==> config.mk <==
export PLATFORM = sky130hd
export DESIGN_NAME = data_mem_arbiter_flat
export DESIGN_NICKNAME = d
export VERILOG_FILES = /design/src/rtl/data_mem_pkg.sv /design/src/rtl/data_mem_arbiter_if.sv /design/src/rtl/data_mem_arbiter.sv /design/src/flat_wrapper.sv
export SDC_FILE = /design/constraint.sdc
export NUM_CORES = 1
export LEC_CHECK = 0
export CAP_MARGIN = 20
export CORE_ASPECT_RATIO = 0.6
export CORE_MARGIN = 2
export CORE_UTILIZATION = 37
export CTS_BUF_LIST = sky130_fd_sc_hd__clkbuf_4 sky130_fd_sc_hd__clkbuf_8
export DETAILED_ROUTE_END_ITERATION = 10
export PLACE_DENSITY_LB_ADDON = 0.25
export SLEW_MARGIN = 10
export SYNTH_ARGS = -nofsm -noshare
export SYNTH_HDL_FRONTEND = slang
export SYNTH_SLANG_ARGS = --single-unit
==> constraint.sdc <==
create_clock -name CLK -period 2.94 [get_ports CLK]
set_input_delay 0.294 -clock CLK [delete_from_list [all_inputs] [get_ports CLK]]
set_output_delay 0.294 -clock CLK [all_outputs]
set_load 0.005 [all_outputs]
==> src/rtl/data_mem_pkg.sv <==
// Shared widths and arbiter state encoding for the data-memory arbiter.
package data_mem_pkg;

  localparam int unsigned ADDR_W = 8;
  localparam int unsigned DATA_W = 8;

  typedef enum logic [1:0] {
    IDLE = 2'd0,
    OWN0 = 2'd1,
    OWN1 = 2'd2
  } arb_state_e;

  // Map a port index onto its ownership state.
  function automatic arb_state_e own_state(input logic port);
    return port ? OWN1 : OWN0;
  endfunction

endpackage

==> src/rtl/data_mem_arbiter_if.sv <==
// Requester and memory-side bundle between two masters, the arbiter and data_mem.
interface data_mem_arbiter_if;
  import data_mem_pkg::*;

  // Port 0 (core)
  logic              req0;
  logic              we0;
  logic [ADDR_W-1:0] addr0;
  logic [DATA_W-1:0] wdata0;
  logic              gnt0;
  logic              rvalid0;
  logic [DATA_W-1:0] rdata0;

  // Port 1 (loader)
  logic              req1;
  logic              we1;
  logic [ADDR_W-1:0] addr1;
  logic [DATA_W-1:0] wdata1;
  logic              gnt1;
  logic              rvalid1;
  logic [DATA_W-1:0] rdata1;

  // Memory side
  logic [ADDR_W-1:0] DataAddress;
  logic              ReadMem;
  logic              WriteMem;
  logic [DATA_W-1:0] DataIn;
  logic [DATA_W-1:0] DataOut;

  // Requesters and memory as seen from outside the arbiter.
  modport master (
    output req0, we0, addr0, wdata0,
    output req1, we1, addr1, wdata1,
    output DataOut,
    input  gnt0, rvalid0, rdata0,
    input  gnt1, rvalid1, rdata1,
    input  DataAddress, ReadMem, WriteMem, DataIn
  );

  // The arbiter itself.
  modport slave (
    input  req0, we0, addr0, wdata0,
    input  req1, we1, addr1, wdata1,
    input  DataOut,
    output gnt0, rvalid0, rdata0,
    output gnt1, rvalid1, rdata1,
    output DataAddress, ReadMem, WriteMem, DataIn
  );

endinterface

==> src/rtl/data_mem_arbiter.sv <==
// Two-port arbiter for a single-ported data memory: bounded bursts with
// round-robin tie breaking and registered read-data return per port.
module data_mem_arbiter
  import data_mem_pkg::*;
#(
  parameter int unsigned MAX_BURST = 4
) (
  input logic              CLK,
  input logic              reset,
  data_mem_arbiter_if.slave bus
);

  localparam logic [3:0] CntMax = 4'(MAX_BURST - 1);

  arb_state_e        state_q, state_d;
  logic [3:0]        cnt_q, cnt_d;
  logic              last_q, last_d;
  logic              rvalid0_q, rvalid0_d;
  logic              rvalid1_q, rvalid1_d;
  logic [DATA_W-1:0] rdata0_q, rdata0_d;
  logic [DATA_W-1:0] rdata1_q, rdata1_d;

  logic gnt0, gnt1;
  logic rd0, rd1;

  // Grants are gated by reset so nothing reaches memory on a reset edge.
  always_comb begin
    gnt0 = (state_q == OWN0) && bus.req0 && !reset;
    gnt1 = (state_q == OWN1) && bus.req1 && !reset;
    rd0  = gnt0 && !bus.we0;
    rd1  = gnt1 && !bus.we1;
  end

  always_comb begin
    bus.DataAddress = '0;
    bus.DataIn      = '0;
    bus.WriteMem    = 1'b0;
    bus.ReadMem     = 1'b0;
    if (gnt0) begin
      bus.DataAddress = bus.addr0;
      bus.DataIn      = bus.wdata0;
      bus.WriteMem    = bus.we0;
      bus.ReadMem     = !bus.we0;
    end else if (gnt1) begin
      bus.DataAddress = bus.addr1;
      bus.DataIn      = bus.wdata1;
      bus.WriteMem    = bus.we1;
      bus.ReadMem     = !bus.we1;
    end
  end

  always_comb begin
    state_d = state_q;
    unique case (state_q)
      IDLE: begin
        if (bus.req0 && bus.req1) begin
          state_d = own_state(!last_q);
        end else if (bus.req0) begin
          state_d = OWN0;
        end else if (bus.req1) begin
          state_d = OWN1;
        end
      end
      OWN0: begin
        if (!bus.req0) begin
          state_d = bus.req1 ? OWN1 : IDLE;
        end else if (cnt_q == CntMax && bus.req1) begin
          state_d = OWN1;
        end
      end
      OWN1: begin
        if (!bus.req1) begin
          state_d = bus.req0 ? OWN0 : IDLE;
        end else if (cnt_q == CntMax && bus.req0) begin
          state_d = OWN0;
        end
      end
      default: state_d = IDLE;
    endcase
  end

  // Staying in an OWN state implies the owner was granted this cycle.
  always_comb begin
    cnt_d  = cnt_q;
    last_d = last_q;
    if (state_d != state_q) begin
      cnt_d = '0;
      if (state_d == OWN0) begin
        last_d = 1'b0;
      end else if (state_d == OWN1) begin
        last_d = 1'b1;
      end
    end else if (state_q != IDLE && cnt_q != CntMax) begin
      cnt_d = cnt_q + 4'd1;
    end
  end

  always_comb begin
    rvalid0_d = rd0;
    rvalid1_d = rd1;
    rdata0_d  = rd0 ? bus.DataOut : rdata0_q;
    rdata1_d  = rd1 ? bus.DataOut : rdata1_q;
  end

  always_ff @(posedge CLK) begin
    if (reset) begin
      state_q   <= IDLE;
      cnt_q     <= '0;
      last_q    <= 1'b1;
      rvalid0_q <= 1'b0;
      rvalid1_q <= 1'b0;
      rdata0_q  <= '0;
      rdata1_q  <= '0;
    end else begin
      state_q   <= state_d;
      cnt_q     <= cnt_d;
      last_q    <= last_d;
      rvalid0_q <= rvalid0_d;
      rvalid1_q <= rvalid1_d;
      rdata0_q  <= rdata0_d;
      rdata1_q  <= rdata1_d;
    end
  end

  assign bus.gnt0    = gnt0;
  assign bus.gnt1    = gnt1;
  assign bus.rvalid0 = rvalid0_q;
  assign bus.rvalid1 = rvalid1_q;
  assign bus.rdata0  = rdata0_q;
  assign bus.rdata1  = rdata1_q;

  gnt_onehot_a: assert property (@(posedge CLK) !(gnt0 && gnt1));
  quiet_when_idle_a: assert property (@(posedge CLK)
    !(gnt0 || gnt1) |-> !(bus.ReadMem || bus.WriteMem));
  quiet_in_reset_a: assert property (@(posedge CLK)
    reset |-> !(gnt0 || gnt1 || bus.ReadMem || bus.WriteMem));

endmodule

==> src/flat_wrapper.sv <==
// flat-port wrapper written by rule: the top's interface ports become plain ports
module data_mem_arbiter_flat import data_mem_pkg::*;
#(
  parameter int unsigned MAX_BURST = 4
)
  (CLK, reset, bus_req0, bus_we0, bus_addr0, bus_wdata0, bus_req1, bus_we1, bus_addr1, bus_wdata1, bus_DataOut, bus_gnt0, bus_rvalid0, bus_rdata0, bus_gnt1, bus_rvalid1, bus_rdata1, bus_DataAddress, bus_ReadMem, bus_WriteMem, bus_DataIn);
  data_mem_arbiter_if bus_i ();
  input logic CLK;
  input logic reset;
  input wire logic [$bits(bus_i.req0)-1:0] bus_req0;
  input wire logic [$bits(bus_i.we0)-1:0] bus_we0;
  input wire logic [$bits(bus_i.addr0)-1:0] bus_addr0;
  input wire logic [$bits(bus_i.wdata0)-1:0] bus_wdata0;
  input wire logic [$bits(bus_i.req1)-1:0] bus_req1;
  input wire logic [$bits(bus_i.we1)-1:0] bus_we1;
  input wire logic [$bits(bus_i.addr1)-1:0] bus_addr1;
  input wire logic [$bits(bus_i.wdata1)-1:0] bus_wdata1;
  input wire logic [$bits(bus_i.DataOut)-1:0] bus_DataOut;
  output wire logic [$bits(bus_i.gnt0)-1:0] bus_gnt0;
  output wire logic [$bits(bus_i.rvalid0)-1:0] bus_rvalid0;
  output wire logic [$bits(bus_i.rdata0)-1:0] bus_rdata0;
  output wire logic [$bits(bus_i.gnt1)-1:0] bus_gnt1;
  output wire logic [$bits(bus_i.rvalid1)-1:0] bus_rvalid1;
  output wire logic [$bits(bus_i.rdata1)-1:0] bus_rdata1;
  output wire logic [$bits(bus_i.DataAddress)-1:0] bus_DataAddress;
  output wire logic [$bits(bus_i.ReadMem)-1:0] bus_ReadMem;
  output wire logic [$bits(bus_i.WriteMem)-1:0] bus_WriteMem;
  output wire logic [$bits(bus_i.DataIn)-1:0] bus_DataIn;
  assign bus_i.req0 = bus_req0;
  assign bus_i.we0 = bus_we0;
  assign bus_i.addr0 = bus_addr0;
  assign bus_i.wdata0 = bus_wdata0;
  assign bus_i.req1 = bus_req1;
  assign bus_i.we1 = bus_we1;
  assign bus_i.addr1 = bus_addr1;
  assign bus_i.wdata1 = bus_wdata1;
  assign bus_i.DataOut = bus_DataOut;
  assign bus_gnt0 = bus_i.gnt0;
  assign bus_rvalid0 = bus_i.rvalid0;
  assign bus_rdata0 = bus_i.rdata0;
  assign bus_gnt1 = bus_i.gnt1;
  assign bus_rvalid1 = bus_i.rvalid1;
  assign bus_rdata1 = bus_i.rdata1;
  assign bus_DataAddress = bus_i.DataAddress;
  assign bus_ReadMem = bus_i.ReadMem;
  assign bus_WriteMem = bus_i.WriteMem;
  assign bus_DataIn = bus_i.DataIn;
  data_mem_arbiter #(.MAX_BURST(MAX_BURST)) u_core (.CLK(CLK), .reset(reset), .bus(bus_i));
endmodule
* Word-level counts from Yosys, hierarchy flattened
Cells that the tools add are included.
Widths: inputs -> output; s select.
** Word-level totals
- Register bits after elaboration :: 25
- Input port bits :: 46
- Output and inout bits :: 38
- Logic and storage cells :: 54
** Cells by class
- Add/subtract/negate cells :: 1
- Equal/unequal tests :: 7
- Mux-type cells :: 21
- Reduce and logical (&&, ||, !) cells :: 18
** Operator list (count)
- $mux 8 :: 4
- $mux 2 :: 9
- $logic_and 1x1->1 :: 10
- $mux 1 :: 7
- $pmux 2 s3 :: 1
- $add 4x1->4 const B :: 1
- $eq 2x1->1 const B :: 2
- $eq 2x2->1 const B :: 2
- $eq 4x2->1 const B :: 1
- $ne 4x2->1 const B :: 1
- $reduce_bool 2->1 :: 2
- $logic_not 1->1 :: 3
- $logic_not 2->1 :: 1
- $ne 2x2->1 :: 1
- $reduce_and 2->1 :: 1
- $reduce_or 2->1 :: 1

* Depth between registers and ports, before layout
- Depth after elaboration :: 8
- Depth in mapped cells :: 8
- Mapped depth without buffers :: 8

* Worst setup path after synthesis
No wires, ideal clock.
- Kind :: flip-flop to flip-flop
- Start point :: reg u_core.cnt_q[0]
- End point :: reg u_core.last_q
- Library setup time :: 0.072 ns
- Data arrival time :: 2.151 ns
- Required time :: 2.868 ns
- Setup slack :: 0.717 ns
- Stages on the path, launching flop included :: 9
- Buffers on the path :: 0
- Period minus slack after synthesis :: 2.223 ns
- Cells stage by stage :: dfxtp_1 > ha_1 > or3b_4 > mux2_4 > o21ai_1 > and3_2 > ha_1 > nor3_1 > mux2i_1
** On the way
- Longest elaborated chain between the ends :: 8
** RTL lines
- from (decl) :: line data_mem_arbiter.sv:16 : logic [3:0] cnt_q, cnt_d;
- from (signal assigned) :: line data_mem_arbiter.sv:116 : cnt_q <= cnt_d;
- $eq 4x2->1 * :: line data_mem_arbiter.sv:67, data_mem_arbiter.sv:74
- $logic_and 1x1->1 (on tied branches) :: line data_mem_arbiter.sv:74, data_mem_arbiter.sv:67
- $mux 2 (on tied branches) :: line data_mem_arbiter.sv:74, data_mem_arbiter.sv:67
- $mux 2 (on tied branches) :: line data_mem_arbiter.sv:72, data_mem_arbiter.sv:65
- $pmux 2 s3 * :: line data_mem_arbiter.sv:54 : unique case (state_q)
- net u_core.state_d[0] :: line data_mem_arbiter.sv:15 : arb_state_e state_q, state_d;
- $eq 2x2->1 / $eq 2x1->1 (equally long branches) :: line data_mem_arbiter.sv:90, data_mem_arbiter.sv:88
- $reduce_bool 2->1 (no source line)
- $reduce_and 2->1 (no source line)
- to (signal assigned) :: line data_mem_arbiter.sv:117 : last_q <= last_d;
- to (decl) :: line data_mem_arbiter.sv:17 : logic last_q, last_d;
Mark *: on every way through the listed nets, which the timed path passes. The rest lies on a longest branch.
A chain may end at the register's enable or synchronous reset.

* Worst setup path in the final report
- Start point :: reg u_core.state_q[1]
- End point :: out bus_DataIn[5]
** On the way
- Longest elaborated chain between the ends :: 5
** RTL lines
- from (decl) :: line data_mem_arbiter.sv:15
- from (signal assigned) :: line data_mem_arbiter.sv:115 : state_q <= state_d;
- $eq 2x2->1 :: line data_mem_arbiter.sv:29 : gnt1 = (state_q == OWN1) && bus.req1 && !reset;
- $logic_and 1x1->1 (2 in series) :: line data_mem_arbiter.sv:29
- $mux 8 :: line data_mem_arbiter.sv:44 : end else if (gnt1) begin
- $mux 8 * :: line data_mem_arbiter.sv:39 : if (gnt0) begin
- to (decl) :: line flat_wrapper.sv:28 : output wire logic [$bits(bus_i.DataIn)-1:0] bus_DataIn;
Mark *: on every way between the ends. The rest lies on a longest branch, timed or not.

==> results by group <==
Global route
  – Tot GR Track Use: 0.198
  – Largest net degree at the start of global routing: 19
  – First-pass GRT wire length: 6070 um
  – Total gr overflow: 0
  – Initial antenna violation count: 0
  – Vias in the first global route: 1255

CTS
  – Number of gates resized after cts: 0
  – # clock sinks: 25
  – Clk_lat worst skew: 270 ps
  – Total CTS buffers: 3
  – # Post-CTS Setup Buffers: 0
  – CTS tree: built
  – Clock buffer depth: 2
  – H-tree depth: 1
  – Clock Root Buffer: clkbuf_8
  – Worst-path clk slew: 90 ps
  – Post-cts hold buffer count: 0

Timing
  – Unrepaired setup endpoints after global routing: no
  – Slew Limit Fails: 0
  – Final worst path period share: 0.853
  – Fmax: 0.399 GHz
  – Tmin final: ~2500 ps
  – Slew @ Worst Pin: 499 ps
  – Max-Slew Margin vs Limit: 0.667
  – Clk_skew: 0.797 ps
  – Hold Vio Cnt, Final: 0
  – Setup tns final: 0 ps
  – Finish-stage setup viols: 0

Worst setup path
  – Critical Path Source Type: register
  – Worst reg2reg path depth: 8
  – Critical path class: register to output pin
  – Register-to-register setup slack: 500 ps
  – Critical path data required time: 2650 ps
  – Worst endpoint data arrival time: 2210 ps
  – CP peak stage delay: 610 ps
  – Crit-path cells: nand3b_1 > nor2_2 > buf_4 > a22o_1 > clkdlybuf4s50_1
  – Crit path max fanout: 18
  – Critical path origin: u_core.state_q[1]$_SDFF_PP0_
  – Endpoint class of the critical path: output pin
  – Worst R2R End: u_core.last_q$_SDFFE_PP1P_
  – Slowest CP cell: dfxtp_1
  – Reg2reg start: u_core.cnt_q[0]$_SDFFE_PP0P_

Power and ir drop
  – Leakage Power: 0.791 nW
  – Worst VDD drop: 0.395 mV
  – Power Density: between 300 and 400 mW/mm2
  – Net Sw Power: 0.166 mW
  – Switching Share: 0.235
  – Clk pwr share: 0.288
  – Reg power frac: 0.505
  – Internal: ~0.54 mW
  – Combinational power share: 0.207

Drt
  – First drt pass iteration count: 4
  – # DRC: 0
  – Routed wire length: 4020 um
  – Via count: between 1000 and 1500
  – Initial DRC Count: 41
  – Post-route ant nets: 0
  – DR vias/cell: approximately 5.0
  – WL per Instance: roughly 15 um

Placement
  – DP Area: 0.00216 mm2
  – DP Wirelength: around 3200 um
  – GPL Wtd Cong: 0.796
  – Cells after DPL: 269
  – PortBufs: 83

Synthesis
  – Synth cell types: 35
  – Netlist Area Pre-Place: about 0.0013 mm2
  – Mapped Cells: 145
  – Warnings, synthesis: 0
  – Top FF cell, synth: dfxtp_1
  – Largest cells by area after synthesis: dfxtp_1 (39%), a22o_1 (12%), nand2b_1 (7.8%)
  – Yosys top cell area share: 0.392
  – Leading area contributor after synthesis: dfxtp_1
  – Async SR Flop Fraction: 0
  – Synthesis-stage register bit count: 25
  – Post-synth EDFFs: 0
  – Syn Area/Cell: 8.80 um2
  – Syn Nets: 193
  – Post-synthesis sequential area ratio: 0.392

Finish
  – Fraction of layout cells with a size suffix above 1: 0.0833
  – Nets: 277
  – Post-layout instance area: 0.00220 mm2
  – Multi-input logic area: 728 um2
  – Filler cell count: 278
  – Non-Filler Instances: ~270
  – N_diodes: 0
  – Commonest non-fill, non-tap cell in the layout: clkdlybuf4s50_1
  – Register area: roughly 500 um2
  – Final core utilization: 0.671
  – Most frequent cells in the layout: clkdlybuf4s50_1 (83), dfxtp_1 (25), nand2_1 (19)
  – Area Overhead vs Synth: 72.6%

Floorplanning
  – IO Count: 84
  – Die W: between 70 and 80 um
  – Core area: 0.00328 mm2
  – Die Y: 49.5 um
  – Starting density of the core: 0.389
  – FP Rows: 16
  – Die area: 0.00395 mm2

Hold path
  – Hold WC Path Type: register to register
  – Hold EP: u_core.bus.rdata0[7]$_SDFFE_PP0P_
  – Hold Crit Start: u_core.bus.rdata0[7]$_SDFFE_PP0P_
  – Worst hold path depth: 2

Status
  – Status: finished clean

Flow run
  – Max-cap viol count: 0
==> worst max path at each step <==
stage,endpoint,depth (start not counted)
floorplan,u_core.last_q$_SDFFE_PP1P_,8
detailed placement,bus_DataIn[5],6
global route,bus_DataIn[5],5
finish,bus_DataIn[5],5
global placement,bus_DataIn[2],6
CTS,bus_DataIn[5],5
==> final cells by class <==
cell class                      count  share of cell area
Timing Repair Buffer               88               0.394
Multi-Input combinational cell    110               0.330
Sequential cell                    25               0.227
Tap cell                           45              0.0256
Clock buffer                        3              0.0187
Clock inverter                      1             0.00227
Inverter                            1             0.00170
==> critical path: cells and delay by family, from the launching register on <==
family / cells / cell delay [ps]
AND/OR/NAND/NOR: 2 / 390
AO/OA/AOI/OAI: 1 / 190
flip-flops: 1 / 610
buffers and inverters: 2 / 760
==> synth_stat cells, types with 2 or more instances <==
cell      instances
buf_2             5
ha_1              2
a21oi_1           3
nor2_1            7
nor3_2            2
a22o_1           17
nand2b_1         16
dfxtp_1          25
nor3b_1           2
o21ai_0          18
clkbuf_1          3
nand3b_1          2
and4bb_2          2
xor2_1            2
nand2_1          19
==> power by group through the flow <==
stage	sequential, mW	clock, mW	combinational [mW]
after floorplan	0.359	0	0.0527
after global placement	0.364	0	0.141
after detailed placement	0.364	0	0.146
after CTS	0.356	0.206	0.146
after global routing	0.358	0.225	0.158
final	0.357	0.203	0.146
==> state kept, by name, summed over array words and instances (netlist names) <==
name / count
u_core.last_q: 1
u_core.cnt_q: 4
u_core.bus.rvalid1: 1
u_core.bus.rvalid0: 1
u_core.bus.rdata1: 8
u_core.state_q: 2
u_core.bus.rdata0: 8
==> cells by family after synthesis <==
logic type / synth area share
DFF: 0.392
and+or+nand+nor: 0.277
adders and majority gates: 0.0196
muxes: 0.0196
buffers and inverters: 0.0373
AOI/OAI and AO/OA: 0.233
xor gates and xnor gates: 0.0206
==> through the flow <==
stage	setup WS (ps)	power (mW)	hold WS, ps
after floorplan	717	0.412	403
after global placement	577	0.505	463
after detailed placement	545	0.510	466
after CTS	455	0.708	482
after global routing	325	0.740	500
final	432	0.706	476
==> layer usage <==
metal	vias to the layer above	routed length (um)	track usage
li1	685	-	-
met1	634	1830	0.255
met2	50	1860	0.331
met3	2	325	0.0641
met4	0	13	0.0339
met5	-	0	0
(Power assumes the default switching activity.)
